<file path="src/rtl/serial_pkg.sv">
// Shared definitions for the serial pattern generator and the sequence
// detector FSMs it drives: state encoding and default pattern geometry.
package serial_pkg;

    typedef enum logic [1:0] {
        IDLE  = 2'd0,
        SHIFT = 2'd1,
        DONE  = 2'd2
    } state_e;

    localparam int   MAX_LEN_DEF  = 16;
    localparam logic IDLE_BIT_DEF = 1'b0;

endpackage

</file>
<file path="src/rtl/piso_shift.sv">
// Parallel-load, MSB-first shift register.
// Ports:
//   clk   - clock, rising edge
//   rst   - synchronous active-high reset (register fills with IDLE_BIT)
//   load  - load data, left-justified so that data[len-1] appears on msb
//   shift - advance one bit toward msb, filling with IDLE_BIT
//   data  - parallel pattern word
//   len   - number of valid bits in data (1..MAX_LEN)
//   msb   - current serial bit (a flop output)
module piso_shift #(
    parameter int   MAX_LEN  = 16,
    parameter int   LEN_W    = $clog2(MAX_LEN + 1),
    parameter logic IDLE_BIT = 1'b0
) (
    input  logic               clk,
    input  logic               rst,
    input  logic               load,
    input  logic               shift,
    input  logic [MAX_LEN-1:0] data,
    input  logic [LEN_W-1:0]   len,
    output logic               msb
);

    localparam logic [LEN_W-1:0] MAX_LEN_L = LEN_W'(MAX_LEN);

    logic [MAX_LEN-1:0] sr_q;
    logic [MAX_LEN-1:0] load_val;
    logic [LEN_W-1:0]   shamt;

    // Bits below the pattern are pre-filled with IDLE_BIT so that once the
    // whole pattern has been shifted out, msb naturally rests at IDLE_BIT.
    always_comb begin
        shamt    = MAX_LEN_L - len;
        load_val = (data << shamt) | ({MAX_LEN{IDLE_BIT}} >> len);
    end

    always_ff @(posedge clk) begin
        if (rst) begin
            sr_q <= {MAX_LEN{IDLE_BIT}};
        end else if (load) begin
            sr_q <= load_val;
        end else if (shift) begin
            sr_q <= {sr_q[MAX_LEN-2:0], IDLE_BIT};
        end
    end

    assign msb = sr_q[MAX_LEN-1];

endmodule

</file>
<file path="src/rtl/serial_pattern_gen.sv">
// Serial bit-stream transmitter feeding the X input of sequence detectors.
// Captures pattern/length/repeat_n on start and sends the pattern MSB-first,
// back-to-back, repeat_n+1 times.
// Ports:
//   clk      - clock, rising edge
//   RESET    - synchronous active-high reset
//   start    - request pulse, honoured only in IDLE
//   pattern  - bits to send, pattern[length-1] first
//   length   - bits per repetition (clamped to MAX_LEN, 0 = empty stream)
//   repeat_n - extra repetitions
//   X        - serial data bit (IDLE_BIT when not valid)
//   valid    - X carries a pattern bit
//   busy     - stream in progress
//   done     - one-cycle pulse after the last bit
//
// state | meaning
// IDLE  | waiting for start
// SHIFT | driving pattern bits, one per clock
// DONE  | one-cycle completion pulse, start ignored
module serial_pattern_gen
    import serial_pkg::*;
#(
    parameter int   MAX_LEN  = MAX_LEN_DEF,
    parameter int   LEN_W    = $clog2(MAX_LEN + 1),
    parameter int   REP_W    = 4,
    parameter logic IDLE_BIT = IDLE_BIT_DEF
) (
    input  logic               clk,
    input  logic               RESET,
    input  logic               start,
    input  logic [MAX_LEN-1:0] pattern,
    input  logic [LEN_W-1:0]   length,
    input  logic [REP_W-1:0]   repeat_n,
    output logic               X,
    output logic               valid,
    output logic               busy,
    output logic               done
);

    localparam logic [LEN_W-1:0] MAX_LEN_L = LEN_W'(MAX_LEN);

    state_e             state_q, state_d;
    logic [MAX_LEN-1:0] pat_q, pat_d;
    logic [LEN_W-1:0]   len_q, len_d;
    logic [LEN_W-1:0]   cnt_q, cnt_d;
    logic [REP_W-1:0]   reps_q, reps_d;
    logic               valid_q, busy_q, done_q;

    logic [LEN_W-1:0]   len_clamp;
    logic               sr_load, sr_shift;
    logic [MAX_LEN-1:0] sr_data;
    logic [LEN_W-1:0]   sr_len;

    assign len_clamp = (length > MAX_LEN_L) ? MAX_LEN_L : length;

    always_comb begin
        state_d  = state_q;
        pat_d    = pat_q;
        len_d    = len_q;
        cnt_d    = cnt_q;
        reps_d   = reps_q;
        sr_load  = 1'b0;
        sr_shift = 1'b0;
        sr_data  = pat_q;
        sr_len   = len_q;
        case (state_q)
            IDLE: begin
                if (start) begin
                    if (length != '0) begin
                        pat_d   = pattern;
                        len_d   = len_clamp;
                        cnt_d   = len_clamp - LEN_W'(1);
                        reps_d  = repeat_n;
                        sr_load = 1'b1;
                        sr_data = pattern;
                        sr_len  = len_clamp;
                        state_d = SHIFT;
                    end else begin
                        state_d = DONE;
                    end
                end
            end
            SHIFT: begin
                if (cnt_q == '0) begin
                    if (reps_q != '0) begin
                        // Reload on the last bit so the next repetition
                        // follows without a gap cycle.
                        reps_d  = reps_q - REP_W'(1);
                        cnt_d   = len_q - LEN_W'(1);
                        sr_load = 1'b1;
                    end else begin
                        sr_shift = 1'b1;
                        state_d  = DONE;
                    end
                end else begin
                    cnt_d    = cnt_q - LEN_W'(1);
                    sr_shift = 1'b1;
                end
            end
            DONE:    state_d = IDLE;
            default: state_d = IDLE;
        endcase
    end

    always_ff @(posedge clk) begin
        if (RESET) begin
            state_q <= IDLE;
            pat_q   <= '0;
            len_q   <= '0;
            cnt_q   <= '0;
            reps_q  <= '0;
            valid_q <= 1'b0;
            busy_q  <= 1'b0;
            done_q  <= 1'b0;
        end else begin
            state_q <= state_d;
            pat_q   <= pat_d;
            len_q   <= len_d;
            cnt_q   <= cnt_d;
            reps_q  <= reps_d;
            valid_q <= (state_d == SHIFT);
            busy_q  <= (state_d == SHIFT);
            done_q  <= (state_d == DONE);
        end
    end

    piso_shift #(
        .MAX_LEN (MAX_LEN),
        .LEN_W   (LEN_W),
        .IDLE_BIT(IDLE_BIT)
    ) u_piso (
        .clk  (clk),
        .rst  (RESET),
        .load (sr_load),
        .shift(sr_shift),
        .data (sr_data),
        .len  (sr_len),
        .msb  (X)
    );

    assign valid = valid_q;
    assign busy  = busy_q;
    assign done  = done_q;

endmodule

</file>
<file path="config.mk">
export PLATFORM = sky130hd
export DESIGN_NAME = serial_pattern_gen
export DESIGN_NICKNAME = d
export VERILOG_FILES = /design/src/rtl/serial_pkg.sv /design/src/rtl/piso_shift.sv /design/src/rtl/serial_pattern_gen.sv
export SDC_FILE = /design/constraint.sdc
export NUM_CORES = 1
export LEC_CHECK = 0
export BUFFER_PORTS_ARGS = -buffer_cell sky130_fd_sc_hd__buf_2
export CAP_MARGIN = 0
export CORE_MARGIN = 1.5
export CORE_UTILIZATION = 45
export CTS_CLUSTER_DIAMETER = 100
export DETAILED_ROUTE_END_ITERATION = 8
export PLACE_DENSITY = 0.6
export SLEW_MARGIN = 20
export SYNTH_ARGS = -nofsm -noshare
export SYNTH_HDL_FRONTEND = slang
export SYNTH_HIERARCHICAL = 1
export SYNTH_SLANG_ARGS = --single-unit
</file>
<file path="constraint.sdc">
create_clock -name clk -period 7.25 [get_ports clk]
set_clock_uncertainty 0.05 [all_clocks]
set_input_delay 0.3625 -clock clk [delete_from_list [all_inputs] [get_ports clk]]
set_output_delay 0.3625 -clock clk [all_outputs]
set_load 0.03 [all_outputs]
</file>
==> impl_metrics.ini, run 1 <==
[outcome]
outcome = finished with violations
violations = design-rule violations

[synthesis]
ys_seq_elements = 50
yosys.area.top_type_share_pct = 32.9
synth_edf_count = 0
syn_avg_cell_area_um2 = 9.18
synth.distinct_cells = 59
synth_most_common_cell = dfxtp_1
netlist_instances = 331
synth.cell_area_mm2 = 0.00304
ys_seq_area_share_pct = 32.9
synth_largest_area_cell = dfxtp_1
synth.area.top_cells = dfxtp_1 33%, mux2_1 6.3%, mux2_2 6.3%
ys.flop_type = dfxtp_1
synth_nets = 362
synthTopCellsByCount = 50 x dfxtp_1, 27 x nor2b_1, 23 x a21oi_1
ys_warn_count = 6
synthArstFlopShare_pct = 0

[route]
vias = 2404
drtPass1Iterations = 6
ant_nets = 0
wire_per_inst_um = 15.3
route.detailed.drc = 4
via_per_inst = 5.67
drt-total-wl_um = 6500
drtIter0Drc = 119

[floorplanning]
die_area_mm2 = 0.00725
ios = 32
rows = 29
floorplan.initialDensity_pct = 47.3
dieHeight_um = 85.2
core_area_mm2 = 0.00642
fp.dieW_um = 85.2

[worst_hold_path]
hold-path-endpoint = reps_q[0]
holdPathStages = 3
hp-class = primary input to flop
hp-start = repeat_n[0]

[final_layout]
layout.nets = 377
layoutNonFillerInstCount = 424
n_antenna_cell = 0
area_delta_synth_final_pct = 8.48
final_layout_size_suffix_gt1_share_pct = 21.0

[placement]
portBuffers = 31
dp_hpwl_um = 4550
gp_congestion = 0.840
dp_cells = 416

[grt]
grt_start_max_net_pins = 52
first_global_vias = 2263
track_usage_pct = 18.6
antenna_found_initial = 0
grt_pass1_wl_um = 11000
grt.overflow.total = 0

[setup_path]
start_kind = primary input
r2r_end = u_piso/sr_q[15]
setup.worst_path.end_class = flop
reg2reg_depth = 10
cp_max_fo = 25
r2r_slack_ns = 2.94
r2r-start = state_q[1]
worst_ep_required_time_ns = 7.36
worstSetupPathType = primary input to flop
crit_arrival_ns = 4.71

[sta]
max-slew-margin-rel_pct = 38.9
finalMaxSlewViolations = 0
period_share_pct = 63.5
hold_violations = 0
finalSetupTns_ns = 0
worstMarginPinSlew_ns = 0.917
whs_ns = 0.288
fmax_mhz = 217
rsz0062_at_grt = false
timing.final.crit_period_ns = 4.60
setup_viol = 0

[cts]
cts_tree = built
cts_root_buf = clkbuf_8
cts_sinks = 50
cts_buffers = 5
cts.clk_slew.worst_paths_ns = 0.09
cts_buffer_depth = 2
post_cts_buffers = 0
cts_max_level = 2
cts_hold_buffers = 0
clock_latency_ns = 0.30
cts_resized = 0

[power_and_ir_drop]
totalPowerFinal_w = 0.000853
peakVddDrop_mv = 0.120
total_leakage_power_nw = 1.27
power.density_mw_per_mm2 = 259

[run]
cap_violations = 0
==> sequential cells by signal, summed over array words and instances, names as in the netlist <==
name,count
pat_q,16
u_piso/sr_q,16
cnt_q,5
len_q,5
reps_q,4
state_q,2
busy,1
done,1
==> layout by cell type, fill, tap and decap left out, types with 9 or more instances in the layout <==
cell type and count:
buf_2 31, mux2i_1 11, nor3_1 9, nand2_1 11
mux2_2 17, inv_1 18, a211oi_1 13, dfxtp_1 50
mux2_1 17, a21oi_1 23, nor2_1 21, nor2b_1 27
==> critical path, cell delays in order <==
cell      delay, ns
buf_2          0.10
or4_4          0.55
o21ai_4        0.61
mux2_2         0.54
clkinv_1       0.33
ha_1           0.88
mux2_2         0.43
mux2_2         0.26
mux2_2         0.30
a221oi_2       0.26
nor3_1         0.07
==> logic make-up after synthesis <==
kind of cell / after synthesis / share of synthesized area [%]
flip-flops: 50 / 32.9
AO/OA/AOI/OAI: 78 / 18.2
multiplexers: 50 / 20.2
adder cells (fa/ha/maj): 3 / 1.24
AND/OR/NAND/NOR: 102 / 19.5
buffers and inverters: 43 / 6.01
XOR/XNOR: 5 / 1.94
==> routing by layer <==
metal / routed length (um) / part of all wire [%] / global-route usage, % / vias to the layer above
li1: - / - / - / 1220
met1: 3080 / 47 / 25.4 / 1118
met2: 3000 / 46 / 29.6 / 56
met3: 313 / 4.8 / 3.79 / 10
met4: 111 / 1.7 / 6.11 / 0
met5: 0 / 0 / 0 / -
==> layout make-up <==
type,count,area (um2)
Inverter,19,71.3
Multi-Input combinational cell,238,1850
Tap cell,77,96.3
Clock buffer,6,72.6
Clock inverter,2,37.5
Sequential cell,50,1000
Timing Repair Buffer,32,163
Fill cell,612,3130
==> metrics by stage <==
step	util (%)	cell area, um2	setup slack (ns)
2_1_floorplan	-	3040	3.69
3_3_place_gp	49.6	3190	2.42
3_5_place_dp	49.6	3190	2.34
4_1_cts	51.3	3300	2.67
5_1_grt	51.3	3300	2.34
6_report	51.3	3300	2.65
==> worst max path at each step <==
stage | to | depth (start not counted) | startpoint
final | u_piso/sr_q[15] | 11 | length[1]
after global placement | u_piso/sr_q[15] | 11 | length[1]
after global routing | u_piso/sr_q[15] | 11 | length[1]
after CTS | u_piso/sr_q[15] | 11 | length[1]
after detailed placement | u_piso/sr_q[15] | 11 | length[1]
after floorplan | u_piso/sr_q[13] | 11 | length[1]
==> report_power, final <==
part	switching (W)	leakage (nW)	internal (W)
combinational	0.000185	0.811	0.000140
sequential	0.0000197	0.412	0.000310
clock	0.0000949	0.0514	0.000103
Power figures use the tool's default switching activity.
==> inputs of run 2 (changes only) <==
- ABC_AREA: not set -> 1
- PLACE_DENSITY: 0.6 -> 0.62
- clock period: 7.25 -> 3.76 ns (I/O delays scaled with it)
==> run 2 against run 1 <==
  * The run now ends clean
  * Sequential cell count unchanged
  * Sequential power increased by 95%
  * Setup slack worse by 2.1 ns
  * Critical path type is now flop to flop
  * Largest power group is now combinational cells
  * Die area rose by 9.8%
  * Highest routed layer unchanged
  * Global-route usage increased by 2.2 points
==> impl_metrics.ini, run 2 <==
[outcome]
outcome = complete, no violations

[cts]
cts_max_level = 2
cts_sinks = 50
cts_root_buf = clkbuf_8
cts_tree = built
cts_hold_buffers = 0
clock_latency_ns = 0.30
cts_buffer_depth = 2
cts_resized = 0
post_cts_buffers = 0
cts.clk_slew.worst_paths_ns = 0.08
cts_buffers = 5

[synthesis]
synth_largest_area_cell = dfxtp_1
synth_nets = 534
synthTopCellsByCount = 124 x nand2_1, 60 x nand3_1, 50 x dfxtp_1
synth.distinct_cells = 35
ys_seq_elements = 50
synth_edf_count = 0
ys.flop_type = dfxtp_1
yosys.area.top_type_share_pct = 29.9
synth_most_common_cell = nand2_1
syn_avg_cell_area_um2 = 6.65
synth.cell_area_mm2 = 0.00335
synth.area.top_cells = dfxtp_1 30%, nand2_1 14%, nand3_1 9.0%
synthArstFlopShare_pct = 0
netlist_instances = 503
ys_warn_count = 6
ys_seq_area_share_pct = 29.9

[sta]
fmax_mhz = 307
period_share_pct = 86.5
max-slew-margin-rel_pct = 44.3
rsz0062_at_grt = false
hold_violations = 0
finalMaxSlewViolations = 0
worstMarginPinSlew_ns = 0.835
timing.final.crit_period_ns = 3.25
finalSetupTns_ns = 0
setup_viol = 0

[placement]
gp_congestion = 0.941
portBuffers = 31
placed_cell_area_mm2 = 0.00346
dp_hpwl_um = 5790

[power_and_ir_drop]
peakVddDrop_mv = 0.201
seqPwrFrac_pct = 36.5
pwr-share-clk_pct = 17.0
total_leakage_power_nw = 1.72
internal_power_w = 0.000999
combPwrFrac_pct = 46.6
switchingPower_w = 0.000764
swShare_pct = 43.3
power.density_mw_per_mm2 = 499

[setup_path]
reg2reg_depth = 17
setup.worst_path.end_class = flop
cp.depth = 17
cpMaxStageDelayCell = ha_1
start_kind = flop
critPathMaxStageDelay_ns = 0.68
critPathTopFamily = buffers and inverters
crit_chain = inv_2 > nand2_1 > nor2_2 > nand2_4 > inv_4 > o21ai_0 > inv_1 > inv_4 > ha_1 > inv_2 > nand3_1 > nand2_1 > nor2_1 > nand2_1 > nand3_1 > nand2_1 > inv_1
path_common_cell = nand2_1
worst_ep_required_time_ns = 3.96
crit_arrival_ns = 3.46
r2r_end = u_piso/sr_q[10]
worstSetupPathType = flop to flop
cp_max_fo = 23
path_buf_inv = 6
r2r_slack_ns = 0.51
r2r-start = state_q[1]

[worst_hold_path]
holdPathStages = 3
hp-start = pattern[3]
hold-path-endpoint = pat_q[3]
hp-class = primary input to flop

[final_layout]
n_antenna_cell = 0
fill_cells = 803
final_layout_size_suffix_gt1_share_pct = 20.7
fin_util_pct = 49.0
largestRegisters = pat_q (16), u_piso/sr_q (16)
final_area_mm2 = 0.00353
area_delta_synth_final_pct = 5.61
final_common_cell = nand2_1
layout.nets = 549
final_cell_mix = 124 x nand2_1, 60 x nand3_1, 50 x dfxtp_1

[grt]
grt_start_max_net_pins = 40
track_usage_pct = 20.8
grt_pass1_wl_um = 13100
grt.overflow.total = 0
first_global_vias = 2994
antenna_found_initial = 0

[floorplanning]
dieHeight_um = 89.2
ios = 32
rows = 31
core_area_mm2 = 0.00721
fp.dieW_um = 89.2
floorplan.initialDensity_pct = 46.4
die_area_mm2 = 0.00796

[route]
drtIter0Drc = 144
ant_nets = 0
via_per_inst = 5.15
drtPass1Iterations = 5
drt-total-wl_um = 7750
wire_per_inst_um = 12.6
route.detailed.drc = 0
vias = 3180

[run]
cap_violations = 0
## run 2: worst max path at each step
stage / start / to / slack, ns
after floorplan: state_q[1] / u_piso/sr_q[13] / 1.05
after global placement: state_q[1] / u_piso/sr_q[14] / 0.62
after detailed placement: state_q[1] / u_piso/sr_q[10] / 0.55
after CTS: state_q[1] / u_piso/sr_q[10] / 0.53
after global routing: state_q[1] / u_piso/sr_q[10] / 0.13
final: state_q[1] / u_piso/sr_q[10] / 0.51
## run 2: layer usage
layer  routed length (um)  GRT usage, %
met5                    0             0
met3                  237          3.69
met4                  206          8.53
met1                 3480          24.4
met2                 3820          37.5
## run 2: tightest hold or removal path, cell delays in order
cell	delay, ns
buf_2	0.08
o21ai_2	0.06
nor2_1	0.07
## run 2: power groups by stage
stage / clock [W] / sequential, W / combinational (W)
after global placement: 0 / 0.000654 / 0.000817
final: 0.000299 / 0.000643 / 0.000821
after floorplan: 0 / 0.000653 / 0.000687
after detailed placement: 0 / 0.000655 / 0.000822
after global routing: 0.000331 / 0.000652 / 0.000933
after CTS: 0.000310 / 0.000643 / 0.000826
## run 2: kinds of logic (layout without fill, tap and decap cells)
family	count (synthesis)	count (layout)	share of synthesized area, %
AOI/OAI and AO/OA	73	73	14.1
adders and majority gates	3	3	1.12
xor gates and xnor gates	2	2	0.524
buffers and inverters	81	96	11.8
DFF	50	50	29.9
muxes	1	1	0.299
and+or+nand+nor	293	293	42.3
## run 2: final cells by class
cell class / count / area (um2) / share of cell area [%]
Inverter: 57 / 219 / 6.20
Clock buffer: 7 / 76.3 / 2.16
Timing Repair Buffer: 32 / 163 / 4.60
Sequential cell: 50 / 1000 / 28.3
Tap cell: 99 / 124 / 3.51
Multi-Input combinational cell: 372 / 1950 / 55.2
## run 2: per-stage QoR
| step | hold slack, ns | total power [W] | setup slack, ns | instances |
|---|---|---|---|---|
| floorplan | 0.282 | 0.00134 | 1.05 | 503 |
| global placement | 0.388 | 0.00147 | 0.624 | 610 |
| detailed placement | 0.393 | 0.00148 | 0.551 | 610 |
| CTS | 0.0781 | 0.00178 | 0.527 | 617 |
| global route | 0.0882 | 0.00192 | 0.134 | 617 |
| finish | 0.0774 | 0.00176 | 0.507 | 617 |
==> inputs of run 3 (changes only) <==
- BUFFER_PORTS_ARGS: -buffer_cell sky130_fd_sc_hd__buf_2 -> -buffer_cell sky130_fd_sc_hd__clkbuf_2
==> run 3 against run 2 <==
  * Sequential share of layout area fell by 0.080 points
  * Clock-buffer cell count fell by 2
  * Die area unchanged
  * Combinational power grew 1%
  * Hold slack better by 0.0045 ns
  * Global-route usage up 0.30 points
  * Non-clock buffer count increased by 1
  * Core utilization up 0.14 points
  * Cell count rose by 0.16%
  * Critical endpoint is now u_piso/sr_q[15]
==> impl_metrics.ini, run 3 (same netlist as run 2, synthesis figures left out) <==
[cts]
cts_sinks = 50
cts_buffer_depth = 2
cts_max_level = 2
clock_latency_ns = 0.30
cts.clk_slew.worst_paths_ns = 0.09
cts_hold_buffers = 0
cts_buffers = 5
cts_tree = built
cts_root_buf = clkbuf_8
cts_resized = 0
post_cts_buffers = 0

[setup_path]
worstSetupPathType = flop to flop
cpMaxStageDelayCell = ha_1
setup.worst_path.end_class = flop
crit_arrival_ns = 3.25
worst_ep_required_time_ns = 3.91
path_buf_inv = 6
critPathMaxStageDelay_ns = 0.47
start_kind = flop
cp_max_fo = 23
crit_chain = inv_2 > nand2_1 > nor2_2 > nand2_4 > inv_4 > o21ai_0 > inv_1 > inv_4 > ha_1 > inv_2 > nand3_1 > nand3_1 > nand2_1 > nand2_1 > nand3_1 > nand2_1 > inv_1
path_common_cell = nand2_1
critPathTopFamily = buffers and inverters

[route]
route.detailed.drc = 0
drtPass1Iterations = 4
ant_nets = 0
wire_per_inst_um = 12.9
vias = 3158
drt-total-wl_um = 7970
drtIter0Drc = 136
via_per_inst = 5.11

[run]
cap_violations = 0

[final_layout]
area_delta_synth_final_pct = 5.91
final_cell_mix = 124 x nand2_1, 60 x nand3_1, 50 x dfxtp_1
n_antenna_cell = 0
largestRegisters = pat_q (16), u_piso/sr_q (16)
final_layout_size_suffix_gt1_share_pct = 21.2
layout.nets = 550
final_area_mm2 = 0.00354
final_common_cell = nand2_1

[power_and_ir_drop]
total_leakage_power_nw = 1.73
power.density_mw_per_mm2 = 501
totalPowerFinal_w = 0.00178
peakVddDrop_mv = 0.223

[grt]
antenna_found_initial = 0
grt_pass1_wl_um = 13200
first_global_vias = 2896
grt_start_max_net_pins = 40
track_usage_pct = 21.2
grt.overflow.total = 0

[placement]
gp_congestion = 0.911
dp_hpwl_um = 6010
portBuffers = 31
placed_cell_area_mm2 = 0.00346

[sta]
setup_viol = 0
fmax_mhz = 323
max-slew-margin-rel_pct = 41.4
hold_violations = 0
finalSetupTns_ns = 0
period_share_pct = 82.4
worstMarginPinSlew_ns = 0.880
timing.final.crit_period_ns = 3.10
rsz0062_at_grt = false
finalMaxSlewViolations = 0

[outcome]
outcome = complete, no violations

[worst_hold_path]
hp-class = primary input to flop

[floorplanning]
core_area_mm2 = 0.00721
rows = 31
ios = 32
fp.dieW_um = 89.2
floorplan.initialDensity_pct = 46.4
dieHeight_um = 89.2
die_area_mm2 = 0.00796
run 3: changes by cell type in the layout (fill, tap and decap cells not counted), sizes merged:
cell / previous run / this run
clkinv: 0 / 2
buf: 32 / 2
clkbuf: 7 / 36
run 3: worst register-to-register path: stages, from the launching register on:
cell,delay (ns)
dfxtp_1,0.32
inv_2,0.06
nand2_1,0.06
nor2_2,0.17
nand2_4,0.08
inv_4,0.17
o21ai_0,0.14
inv_1,0.38
inv_4,0.21
ha_1,0.47
inv_2,0.30
nand3_1,0.17
nand3_1,0.09
nand2_1,0.08
nand2_1,0.07
nand3_1,0.07
nand2_1,0.07
inv_1,0.04
run 3: per-layer routing:
layer | part of all wire (%) | track usage (%) | wire length [um]
met1 | 44 | 26.4 | 3540
met2 | 48 | 36.8 | 3870
met3 | 4.4 | 3.05 | 349
met4 | 2.7 | 8.25 | 214
met5 | 0 | 0 | 0
run 3: final timing paths:
check                 startpoint               to  slack, ns  depth (start not counted)
setup reg to reg      state_q[1]  u_piso/sr_q[15]       0.66                         17
hold / removal        pattern[8]         pat_q[8]       0.08                          3
setup / recovery      state_q[1]  u_piso/sr_q[15]       0.66                         17
hold reg to reg   u_piso/sr_q[0]   u_piso/sr_q[0]       0.43                          2
run 3: where the power goes:
part	leakage [nW]	total [W]	switching, W	internal, W
clock network	0.0438	0.000301	0.000175	0.000125
registers	0.413	0.000643	0.0000371	0.000606
logic	1.28	0.000832	0.000565	0.000268
run 3: stage by stage:
stage          setup WS, ns  instances  util, %  hold slack [ns]
2_1_floorplan          1.05        503        -            0.282
3_3_place_gp          0.779        611     48.0            0.390
3_5_place_dp          0.712        611     48.0            0.396
4_1_cts               0.683        618     49.1           0.0755
5_1_grt               0.361        618     49.1           0.0846
6_report              0.661        618     49.1           0.0819
run 3: final cells by class:
cell class / instances / area [um2]
fillers: 768 / 3670
repair buffers: 33 / 170
clock buffers: 5 / 68.8
clock inverters: 2 / 10.0
inverters: 57 / 219
flip-flops and latches: 50 / 1000
well taps: 99 / 124
multi-input cells: 372 / 1950
